--- config.mk ---
export PLATFORM = sky130hd
export DESIGN_NAME = hex_disp_arbiter
export DESIGN_NICKNAME = d
export VERILOG_FILES = /design/src/rtl/hex_disp_arbiter_pkg.sv /design/src/rtl/hex_disp_arbiter_rr.sv /design/src/rtl/hex_disp_arbiter.sv
export SDC_FILE = /design/constraint.sdc
export NUM_CORES = 1
export LEC_CHECK = 0
export BUFFER_PORTS_ARGS = -buffer_cell sky130_fd_sc_hd__buf_2
export CORE_UTILIZATION = 30
export CTS_BUF_LIST = sky130_fd_sc_hd__clkbuf_8
export CTS_CLUSTER_SIZE = 24
export DETAILED_ROUTE_END_ITERATION = 8
export REMOVE_ABC_BUFFERS = 1
export SLEW_MARGIN = 20
export SYNTH_ARGS = -nofsm -noshare
export SYNTH_HDL_FRONTEND = slang
export SYNTH_SLANG_ARGS = --single-unit
--- constraint.sdc ---
create_clock -name clk_clk -period 2.6 [get_ports clk_clk]
set_input_delay 0.52 -clock clk_clk [delete_from_list [all_inputs] [get_ports clk_clk]]
set_output_delay 0.52 -clock clk_clk [all_outputs]
set_load 0.1 [all_outputs]
--- src/rtl/hex_disp_arbiter_pkg.sv ---
// Shared types and constants for the three-requester seven-segment display arbiter.
package hex_disp_arbiter_pkg;

  localparam int unsigned NUM_REQ = 3;
  localparam int unsigned NUM_CH  = 3;
  localparam int unsigned BYTE_W  = 8;
  localparam int unsigned SEL_W   = 2;
  localparam int unsigned ID_W    = 2;
  localparam int unsigned CNT_W   = 32;

  localparam logic [ID_W-1:0]  GRANT_NONE = 2'd3;
  localparam logic [SEL_W-1:0] SEL_BAD    = 2'd3;

  typedef enum logic [1:0] {
    ST_IDLE,
    ST_GRANT,
    ST_HOLD
  } state_e;

  typedef struct packed {
    logic              en;
    logic [SEL_W-1:0]  sel;
    logic [BYTE_W-1:0] data;
  } wr_req_t;

  // k-th candidate of a round-robin search that starts just after last.
  function automatic logic [ID_W-1:0] rr_cand(input logic [ID_W-1:0] last, input int unsigned k);
    int unsigned s;
    s = 32'(last) + 32'd1 + k;
    return ID_W'(s % NUM_REQ);
  endfunction

endpackage

--- src/rtl/hex_disp_arbiter_rr.sv ---
// Combinational round-robin pick over three requesters, searching from last_owner+1.
module rr_arbiter3
  import hex_disp_arbiter_pkg::*;
(
  input  logic [NUM_REQ-1:0] req,
  input  logic [ID_W-1:0]    last_owner,
  output logic               gnt_vld,
  output logic [ID_W-1:0]    gnt_id
);

  always_comb begin
    gnt_vld = 1'b0;
    gnt_id  = GRANT_NONE;
    for (int unsigned k = 0; k < NUM_REQ; k++) begin
      if (!gnt_vld && req[rr_cand(last_owner, k)]) begin
        gnt_vld = 1'b1;
        gnt_id  = rr_cand(last_owner, k);
      end
    end
  end

endmodule

--- src/rtl/hex_disp_arbiter.sv ---
// Arbitrates three byte writers onto three display channels; a winner owns the
// display for HOLD_CYCLES cycles after its one-cycle grant.
module hex_disp_arbiter
  import hex_disp_arbiter_pkg::*;
#(
  parameter int unsigned HOLD_CYCLES = 32'd25000000
) (
  input  logic                      clk_clk,
  input  logic                      reset_reset,
  input  logic [NUM_REQ-1:0]        req_valid,
  output logic [NUM_REQ-1:0]        req_ready,
  input  logic [NUM_REQ*SEL_W-1:0]  req_sel,
  input  logic [NUM_REQ*BYTE_W-1:0] req_data,
  output logic [BYTE_W-1:0]         disp0_export,
  output logic [BYTE_W-1:0]         disp1_export,
  output logic [BYTE_W-1:0]         disp2_export,
  output logic [ID_W-1:0]           grant_id,
  output logic                      hold_busy,
  output logic                      sel_err
);

  localparam logic [CNT_W-1:0] HOLD_LOAD = CNT_W'(HOLD_CYCLES - 1);

  state_e                          state_q, state_d;
  logic [ID_W-1:0]                 owner_q, owner_d;
  logic [ID_W-1:0]                 last_q, last_d;
  logic [CNT_W-1:0]                cnt_q, cnt_d;
  logic [NUM_CH-1:0][BYTE_W-1:0]   disp_q;
  logic                            sel_err_q;
  logic [NUM_REQ-1:0][SEL_W-1:0]   sel_arr;
  logic [NUM_REQ-1:0][BYTE_W-1:0]  data_arr;
  logic                            rr_vld;
  logic [ID_W-1:0]                 rr_id;
  wr_req_t                         wr;

  assign sel_arr  = req_sel;
  assign data_arr = req_data;

  rr_arbiter3 u_rr (
    .req        (req_valid),
    .last_owner (last_q),
    .gnt_vld    (rr_vld),
    .gnt_id     (rr_id)
  );

  // Ready depends only on registered state/owner, never on req_valid.
  always_comb begin
    state_d   = state_q;
    owner_d   = owner_q;
    last_d    = last_q;
    cnt_d     = cnt_q;
    req_ready = '0;
    grant_id  = GRANT_NONE;
    hold_busy = 1'b0;
    case (state_q)
      ST_IDLE: begin
        if (rr_vld) begin
          state_d = ST_GRANT;
          owner_d = rr_id;
        end
      end
      ST_GRANT: begin
        req_ready[owner_q] = 1'b1;
        grant_id           = owner_q;
        last_d             = owner_q;
        cnt_d              = HOLD_LOAD;
        state_d            = ST_HOLD;
      end
      ST_HOLD: begin
        req_ready[owner_q] = 1'b1;
        grant_id           = owner_q;
        hold_busy          = 1'b1;
        if (cnt_q == '0) state_d = ST_IDLE;
        else             cnt_d   = cnt_q - CNT_W'(1);
      end
      default: state_d = ST_IDLE;
    endcase
    wr.en   = |(req_valid & req_ready);
    wr.sel  = sel_arr[owner_q];
    wr.data = data_arr[owner_q];
  end

  always_ff @(posedge clk_clk) begin
    if (reset_reset) begin
      state_q   <= ST_IDLE;
      owner_q   <= '0;
      last_q    <= ID_W'(NUM_REQ - 1);
      cnt_q     <= '0;
      disp_q    <= '0;
      sel_err_q <= 1'b0;
    end else begin
      state_q <= state_d;
      owner_q <= owner_d;
      last_q  <= last_d;
      cnt_q   <= cnt_d;
      // Select 3 matches no channel, so the write only raises the sticky flag.
      for (int c = 0; c < NUM_CH; c++)
        if (wr.en && wr.sel == SEL_W'(c)) disp_q[c] <= wr.data;
      if (wr.en && wr.sel == SEL_BAD) sel_err_q <= 1'b1;
    end
  end

  assign disp0_export = disp_q[0];
  assign disp1_export = disp_q[1];
  assign disp2_export = disp_q[2];
  assign sel_err      = sel_err_q;

endmodule

==> results.py, run 1 <==
metrics = {
    "sta": {
        "max_slew_margin": 0.6712,
        "setup_violations": 2,
        "min_period_ns": 2.630,
        "tightest_slew_ns": 0.4966,
        "fin_skew_ns": 0.01293,
        "setup_slack_ns": -0.02980,
        "tns_ns": -0.04199,
        "rsz0062_at_grt": "true",
        "hold_violations": 0,
        "fin_crit_sh": 1.011,
        "slew_violations": 0,
        "fmax_ghz": 0.3803,
    },
    "final_layout": {
        "insertedDiodeCount": 0,
        "final_nets": 497,
        "synthToLayoutAreaGrowth_pct": 27.42,
        "post-route-util": 0.3959,
        "drive_above_1_share": 0.2804,
        "fin_area_um2": 4105,
    },
    "grt": {
        "grt_pass1_vias": 2796,
        "grt_use_total": 0.1413,
        "overflow": 0,
        "grt_pass1_wl_mm": 12.72,
        "antenna_found_initial": 0,
        "grt_max_degree": 29,
    },
    "clocking": {
        "cts_sinks": 63,
        "cts_tree": "built",
        "path_clk_slew_ns": 0.08,
        "cts_buffers": 9,
        "cts_root_buffer": "clkbuf_8",
        "cts.path.max_buffers": 2,
        "ctsHtreeMaxLevel": 3,
        "ctsHoldBuffers": 0,
        "clock_latency_ns": 0.34,
    },
    "placement": {
        "hpwl_mm": 5.718,
        "dpl_cell_area_um2": 3856,
        "portBuffers": 65,
        "gp_congestion": 0.7589,
    },
    "synth": {
        "synth_edf_count": 0,
        "ys_ff_latch": 63,
        "synth_area_um2": 3222,
        "seq_area_frac_synth": 0.3915,
        "ys_types": 47,
        "async_flop_share": 0,
        "postSynthAreaPerCell_um2": 8.779,
        "ys.flop_type": "dfxtp_1",
        "synth_cells": 367,
        "ys.warnings.count": 0,
    },
    "worst_setup_path": {
        "cp.arrival_ns": 2.89,
        "crit_start": "cnt_q[0]$_SDFFE_PP0P_",
        "critical_path.max_fanout": 5,
        "criticalPathCategory": "register to register",
        "cp_slowest_cell": "or4_1",
        "cp_data_required_time_ns": 2.86,
        "r2r_cells": 7,
        "rrSetupSlack_ns": -0.03,
        "r2r_start": "cnt_q[0]$_SDFFE_PP0P_",
        "max_stage_delay_ns": 0.52,
        "path_buf_inv": 1,
        "crit_path_end": "cnt_q[20]$_SDFFE_PP0P_",
        "crit_family": "simple AND/OR/NAND/NOR gates",
        "crit_cells": 7,
        "crit_path_end_kind": "register",
        "r2r-end": "cnt_q[20]$_SDFFE_PP0P_",
        "cp_cell_sequence": "inv_2 -> ha_4 -> or4b_4 -> or4_4 -> a2111o_1 -> or4_1 -> a31oi_1",
        "critPathLaunchType": "register",
    },
    "outcome": {
        "violations": "negative setup slack",
        "outcome": "finished, violations left",
    },
    "pwr": {
        "ir_drop_v": 0.0008318,
        "total_power_mw": 5.236,
        "power.density_nw_per_um2": 1275,
        "p_leak_nw": 1.847,
    },
    "route": {
        "drtIter0Drc": 146,
        "wl_per_cell_um": 13.33,
        "viasPerCell": 5.178,
        "wirelength_mm": 7.943,
        "vias": 3086,
        "drc": 0,
        "firstDrtPassIters": 4,
        "antenna_left": 0,
    },
    "hold_path": {
        "min_path_type": "register to register",
    },
    "die": {
        "die-area_um2": 11160,
        "fp.dieW_um": 105.6,
        "ios": 66,
        "core_area_um2": 10370,
        "initial_core_util": 0.3107,
        "rows": 37,
        "die_h_um": 105.6,
    },
    "job": {
        "max_cap_violations": 0,
    },
}
==> logic make-up after synthesis <==
family                   count (synthesis)  synth area share
AO/OA/AOI/OAI                           91            0.1864
multiplexers                            39            0.1216
adder cells (fa/ha/maj)                  7           0.02718
flip-flops                              63            0.3915
AND/OR/NAND/NOR                        129            0.2214
XOR/XNOR                                 4           0.01087
buffers and inverters                   34           0.04117
==> timing repair <==
| action | 4_1_cts | 5_1_grt |
|---|---|---|
| setup buffers | 0 | 4 |
| pin swaps | 1 | 4 |
| hold endpoints to repair | 0 | 0 |
| gates resized for setup | 3 | 7 |
| setup endpoints to repair | 5 | 12 |
==> worst min path at each step <==
stage / from / end / slack (ns) / cells after the start
after floorplan: state_q[1]$_SDFFE_PP0P_ / state_q[1]$_SDFFE_PP0P_ / 0.45 / 2
after global placement: sel_err$_SDFFE_PP0P_ / sel_err$_SDFFE_PP0P_ / 0.46 / 1
after detailed placement: sel_err$_SDFFE_PP0P_ / sel_err$_SDFFE_PP0P_ / 0.45 / 1
after CTS: sel_err$_SDFFE_PP0P_ / sel_err$_SDFFE_PP0P_ / 0.47 / 1
after global routing: sel_err$_SDFFE_PP0P_ / sel_err$_SDFFE_PP0P_ / 0.50 / 1
final: sel_err$_SDFFE_PP0P_ / sel_err$_SDFFE_PP0P_ / 0.47 / 1
==> synthesized netlist by cell type (all sizes together) (3+ instances only) <==
library cell / instances / area share
mux2i: 38 / 0.12
nand2b: 6 / 0.012
a31oi: 11 / 0.021
a211oi: 3 / 0.0070
or4b: 3 / 0.0093
nor3: 3 / 0.0047
inv: 13 / 0.015
nor2: 37 / 0.043
o21a: 3 / 0.0070
o211ai: 6 / 0.014
o311ai: 5 / 0.014
clkbuf: 17 / 0.020
nand4: 3 / 0.0058
buf: 4 / 0.0062
nand2: 18 / 0.021
or2: 4 / 0.0078
nor2b: 4 / 0.0078
o31ai: 10 / 0.023
a21oi: 23 / 0.036
xor2: 4 / 0.011
or4: 25 / 0.059
or3: 17 / 0.033
nor4: 5 / 0.0097
o21ai: 15 / 0.023
ha: 7 / 0.027
dfxtp: 63 / 0.39
==> cells in the final DEF (no fill, tap or decap), types with 5 or more instances in the layout <==
| master | Yosys | routed |
|---|---|---|
| buf_2 | 1 | 65 |
| dfxtp_1 | 63 | 61 |
| mux2i_1 | 38 | 38 |
| nor2_1 | 37 | 37 |
| buf_4 | 1 | 32 |
| a21oi_1 | 23 | 23 |
| or4_1 | 24 | 22 |
| nand2_1 | 18 | 18 |
| or3_1 | 17 | 17 |
| o21ai_0 | 15 | 15 |
| inv_1 | 13 | 12 |
| a31oi_1 | 11 | 11 |
| o31ai_1 | 10 | 9 |
| clkbuf_8 | 0 | 9 |
| nand2b_1 | 6 | 6 |
| o211ai_1 | 6 | 6 |
| ha_1 | 7 | 6 |
| nor4_1 | 5 | 5 |
| o311ai_0 | 5 | 5 |
==> flip-flops by register name, indices dropped and copies added (netlist names) <==
signal	cells
owner_q	2
state_q	2
disp1_export	8
disp2_export	8
disp0_export	8
cnt_q	32
last_q	2
sel_err	1
==> layout make-up <==
| class | count | area [um2] |
|---|---|---|
| clock inverter | 7 | 65.06 |
| timing repair buffer | 98 | 576.8 |
| tap | 136 | 170.2 |
| multi-input combinational | 270 | 1857 |
| clock buffer | 9 | 123.9 |
| inverter | 13 | 48.80 |
| sequential | 63 | 1264 |
| fill | 1061 | 6265 |
==> worst reg2reg max path, stage by stage (launching register included) <==
cell,delay (ns)
dfxtp_2,0.32
inv_2,0.07
ha_4,0.12
or4b_4,0.45
or4_4,0.49
a2111o_1,0.44
or4_1,0.53
a31oi_1,0.13
==> metrics by stage <==
step / hold slack (ns) / setup WS [ns] / cells
3_5_place_dp: 0.4543 / -0.1115 / 576
4_1_cts: 0.4732 / 0.003614 / 592
5_1_grt: 0.4989 / -0.1189 / 596
3_3_place_gp: 0.4552 / -0.04583 / 576
2_1_floorplan: 0.4548 / -1.120 / 346
6_report: 0.4696 / -0.02980 / 596
==> routing by layer <==
metal / wire, um / vias to the layer above / track usage
met5: 0 / - / 0
met4: 127 / 0 / 0.05853
met3: 491 / 12 / 0.03711
met2: 3550 / 102 / 0.2345
met1: 3773 / 1418 / 0.1730
li1: - / 1554 / -
==> power by group <==
group | internal, mW | leakage, nW | switching [mW]
registers | 1.19 | 0.514 | 0.172
logic | 1.05 | 1.23 | 2.01
clock network | 0.435 | 0.100 | 0.375
total | 2.68 | 1.85 | 2.56
(Power assumes the default switching activity.)
==> run 2, diff against run 1 <==
- CORE_UTILIZATION: 30 -> 50
- GPL_ROUTABILITY_DRIVEN: unset -> 0
- PLACE_DENSITY: unset -> 0.77
==> run 2 against run 1 <==
Compared with the run above:
- clock skew shrank 0.0058 ns
- highest routed layer unchanged
- cell area fell by 1.7%
- largest power group unchanged
- the run now ends clean
- register-to-register slack improved by 0.05 ns
- critical endpoint is now cnt_q[26]$_SDFFE_PP0P_
- power increased by 0.47%
- worst hold slack gained 0.0018 ns
- wire length decreased by 1.1%
==> results.py, run 2 (synthesis gave the netlist of run 1 again) <==
metrics = {
    "clocking": {
        "cts_root_buffer": "clkbuf_8",
        "ctsHtreeMaxLevel": 3,
        "cts_buffers": 9,
        "cts.path.max_buffers": 2,
        "cts_tree": "built",
        "clock_latency_ns": 0.34,
        "cts_sinks": 63,
        "path_clk_slew_ns": 0.07,
    },
    "pwr": {
        "total_power_mw": 5.261,
        "ir_drop_v": 0.001474,
        "power.density_nw_per_um2": 1303,
        "p_leak_nw": 1.842,
    },
    "route": {
        "firstDrtPassIters": 4,
        "drtIter0Drc": 148,
        "wl_per_cell_um": 14.82,
        "antenna_left": 0,
        "drc": 0,
        "viasPerCell": 5.874,
        "wirelength_mm": 7.853,
        "vias": 3113,
    },
    "worst_setup_path": {
        "crit_path_end_kind": "register",
        "rrSetupSlack_ns": 0.02,
        "cp_data_required_time_ns": 2.87,
        "max_stage_delay_ns": 0.50,
        "cp_slowest_cell": "or4_4",
        "critPathLaunchType": "register",
        "critical_path.max_fanout": 6,
        "cp_cell_sequence": "inv_2 -> ha_4 -> or4b_4 -> or4_4 -> a2111o_1 -> buf_6 -> or3_1 -> a21oi_2",
        "cp.arrival_ns": 2.85,
        "criticalPathCategory": "register to register",
    },
    "grt": {
        "grt_max_degree": 37,
        "grt_pass1_vias": 2718,
        "overflow": 0,
        "grt_pass1_wl_mm": 12.05,
        "grt_use_total": 0.2338,
        "antenna_found_initial": 0,
    },
    "final_layout": {
        "final_nets": 492,
        "instances_no_fill": 530,
        "synthToLayoutAreaGrowth_pct": 25.28,
        "post-route-util": 0.6660,
        "regMostFlops": "cnt_q",
        "insertedDiodeCount": 0,
        "final_cell_mix": "buf_2, dfxtp_1, mux2i_1, nor2_1, buf_4",
        "fillers": 510,
        "drive_above_1_share": 0.2747,
        "final_common_cell": "buf_2",
        "largest_reg_flops": 32,
    },
    "sta": {
        "tightest_slew_ns": 0.6126,
        "rsz0062_at_grt": "true",
        "slew_violations": 0,
        "fmax_ghz": 0.3875,
        "min_period_ns": 2.581,
        "setup_slack_ns": 0.01903,
        "fin_skew_ns": 0.007148,
        "tns_ns": 0,
        "fin_crit_sh": 0.9927,
        "setup_violations": 0,
        "max_slew_margin": 0.5878,
        "hold_violations": 0,
    },
    "placement": {
        "portBuffers": 65,
        "hpwl_mm": 5.493,
        "dp.cells": 512,
        "preCtsSetupSlack_ns": -0.1334,
    },
    "die": {
        "core_area_um2": 6061,
        "initial_core_util": 0.5316,
        "fp.dieW_um": 82.27,
        "die-area_um2": 6768,
        "rows": 28,
        "die_h_um": 82.27,
        "ios": 66,
    },
    "outcome": {
        "outcome": "finished clean",
    },
    "job": {
        "max_cap_violations": 0,
    },
    "hold_path": {
        "min_path_type": "register to register",
    },
}
-- run 2: worst max-delay path, delay by kind of cell, from the launching register on --
family | cells | cell delay [ns]
adders and majority gates | 1 | 0.13
and+or+nand+nor | 3 | 1.33
DFF | 1 | 0.32
AOI/OAI and AO/OA | 2 | 0.52
buffers and inverters | 2 | 0.22
-- run 2: what timing repair did --
action                     CTS  global route
resized for setup            2            13
hold buffers                 0             0
setup endpoints to repair    6            20
pin swaps                    4             5
buffers inserted             2             0
-- run 2: area by class of cell --
cell class,instances,area [um2],area share
Clock buffer,10,137.6,0.03410
Timing Repair Buffer,93,559.3,0.1386
Sequential cell,63,1262,0.3128
Tap cell,75,93.84,0.02325
Multi-Input combinational cell,270,1882,0.4662
Inverter,13,48.80,0.01209
Clock inverter,6,52.55,0.01302
-- run 2: per-stage QoR --
step / cell area [um2] / hold WS (ns)
after floorplan: 3138 / 0.4548
after global routing: 4036 / 0.4990
after global placement: 3770 / 0.4441
after CTS: 3983 / 0.4721
final: 4036 / 0.4715
after detailed placement: 3770 / 0.4559
-- run 2: path summary, 6_finish.rpt --
kind / startpoint / end / cells after the start
max: cnt_q[0]$_SDFFE_PP0P_ / cnt_q[26]$_SDFFE_PP0P_ / 8
min: sel_err$_SDFFE_PP0P_ / sel_err$_SDFFE_PP0P_ / 1
min reg2reg: sel_err$_SDFFE_PP0P_ / sel_err$_SDFFE_PP0P_ / 1
max reg2reg: cnt_q[0]$_SDFFE_PP0P_ / cnt_q[26]$_SDFFE_PP0P_ / 8
-- run 2: where the power goes --
part / internal, mW / total (mW) / leakage (nW) / switching [mW]
Clock: 0.457 / 0.830 / 0.108 / 0.373
Sequential: 1.19 / 1.38 / 0.513 / 0.185
Combinational: 1.03 / 3.05 / 1.22 / 2.02
-- run 2: layer usage --
| layer | part of all wire | GRT usage |
|---|---|---|
| met2 | 0.50 | 0.3893 |
| met5 | 0 | 0 |
| met3 | 0.039 | 0.04396 |
| met1 | 0.45 | 0.2950 |
| met4 | 0.017 | 0.09825 |
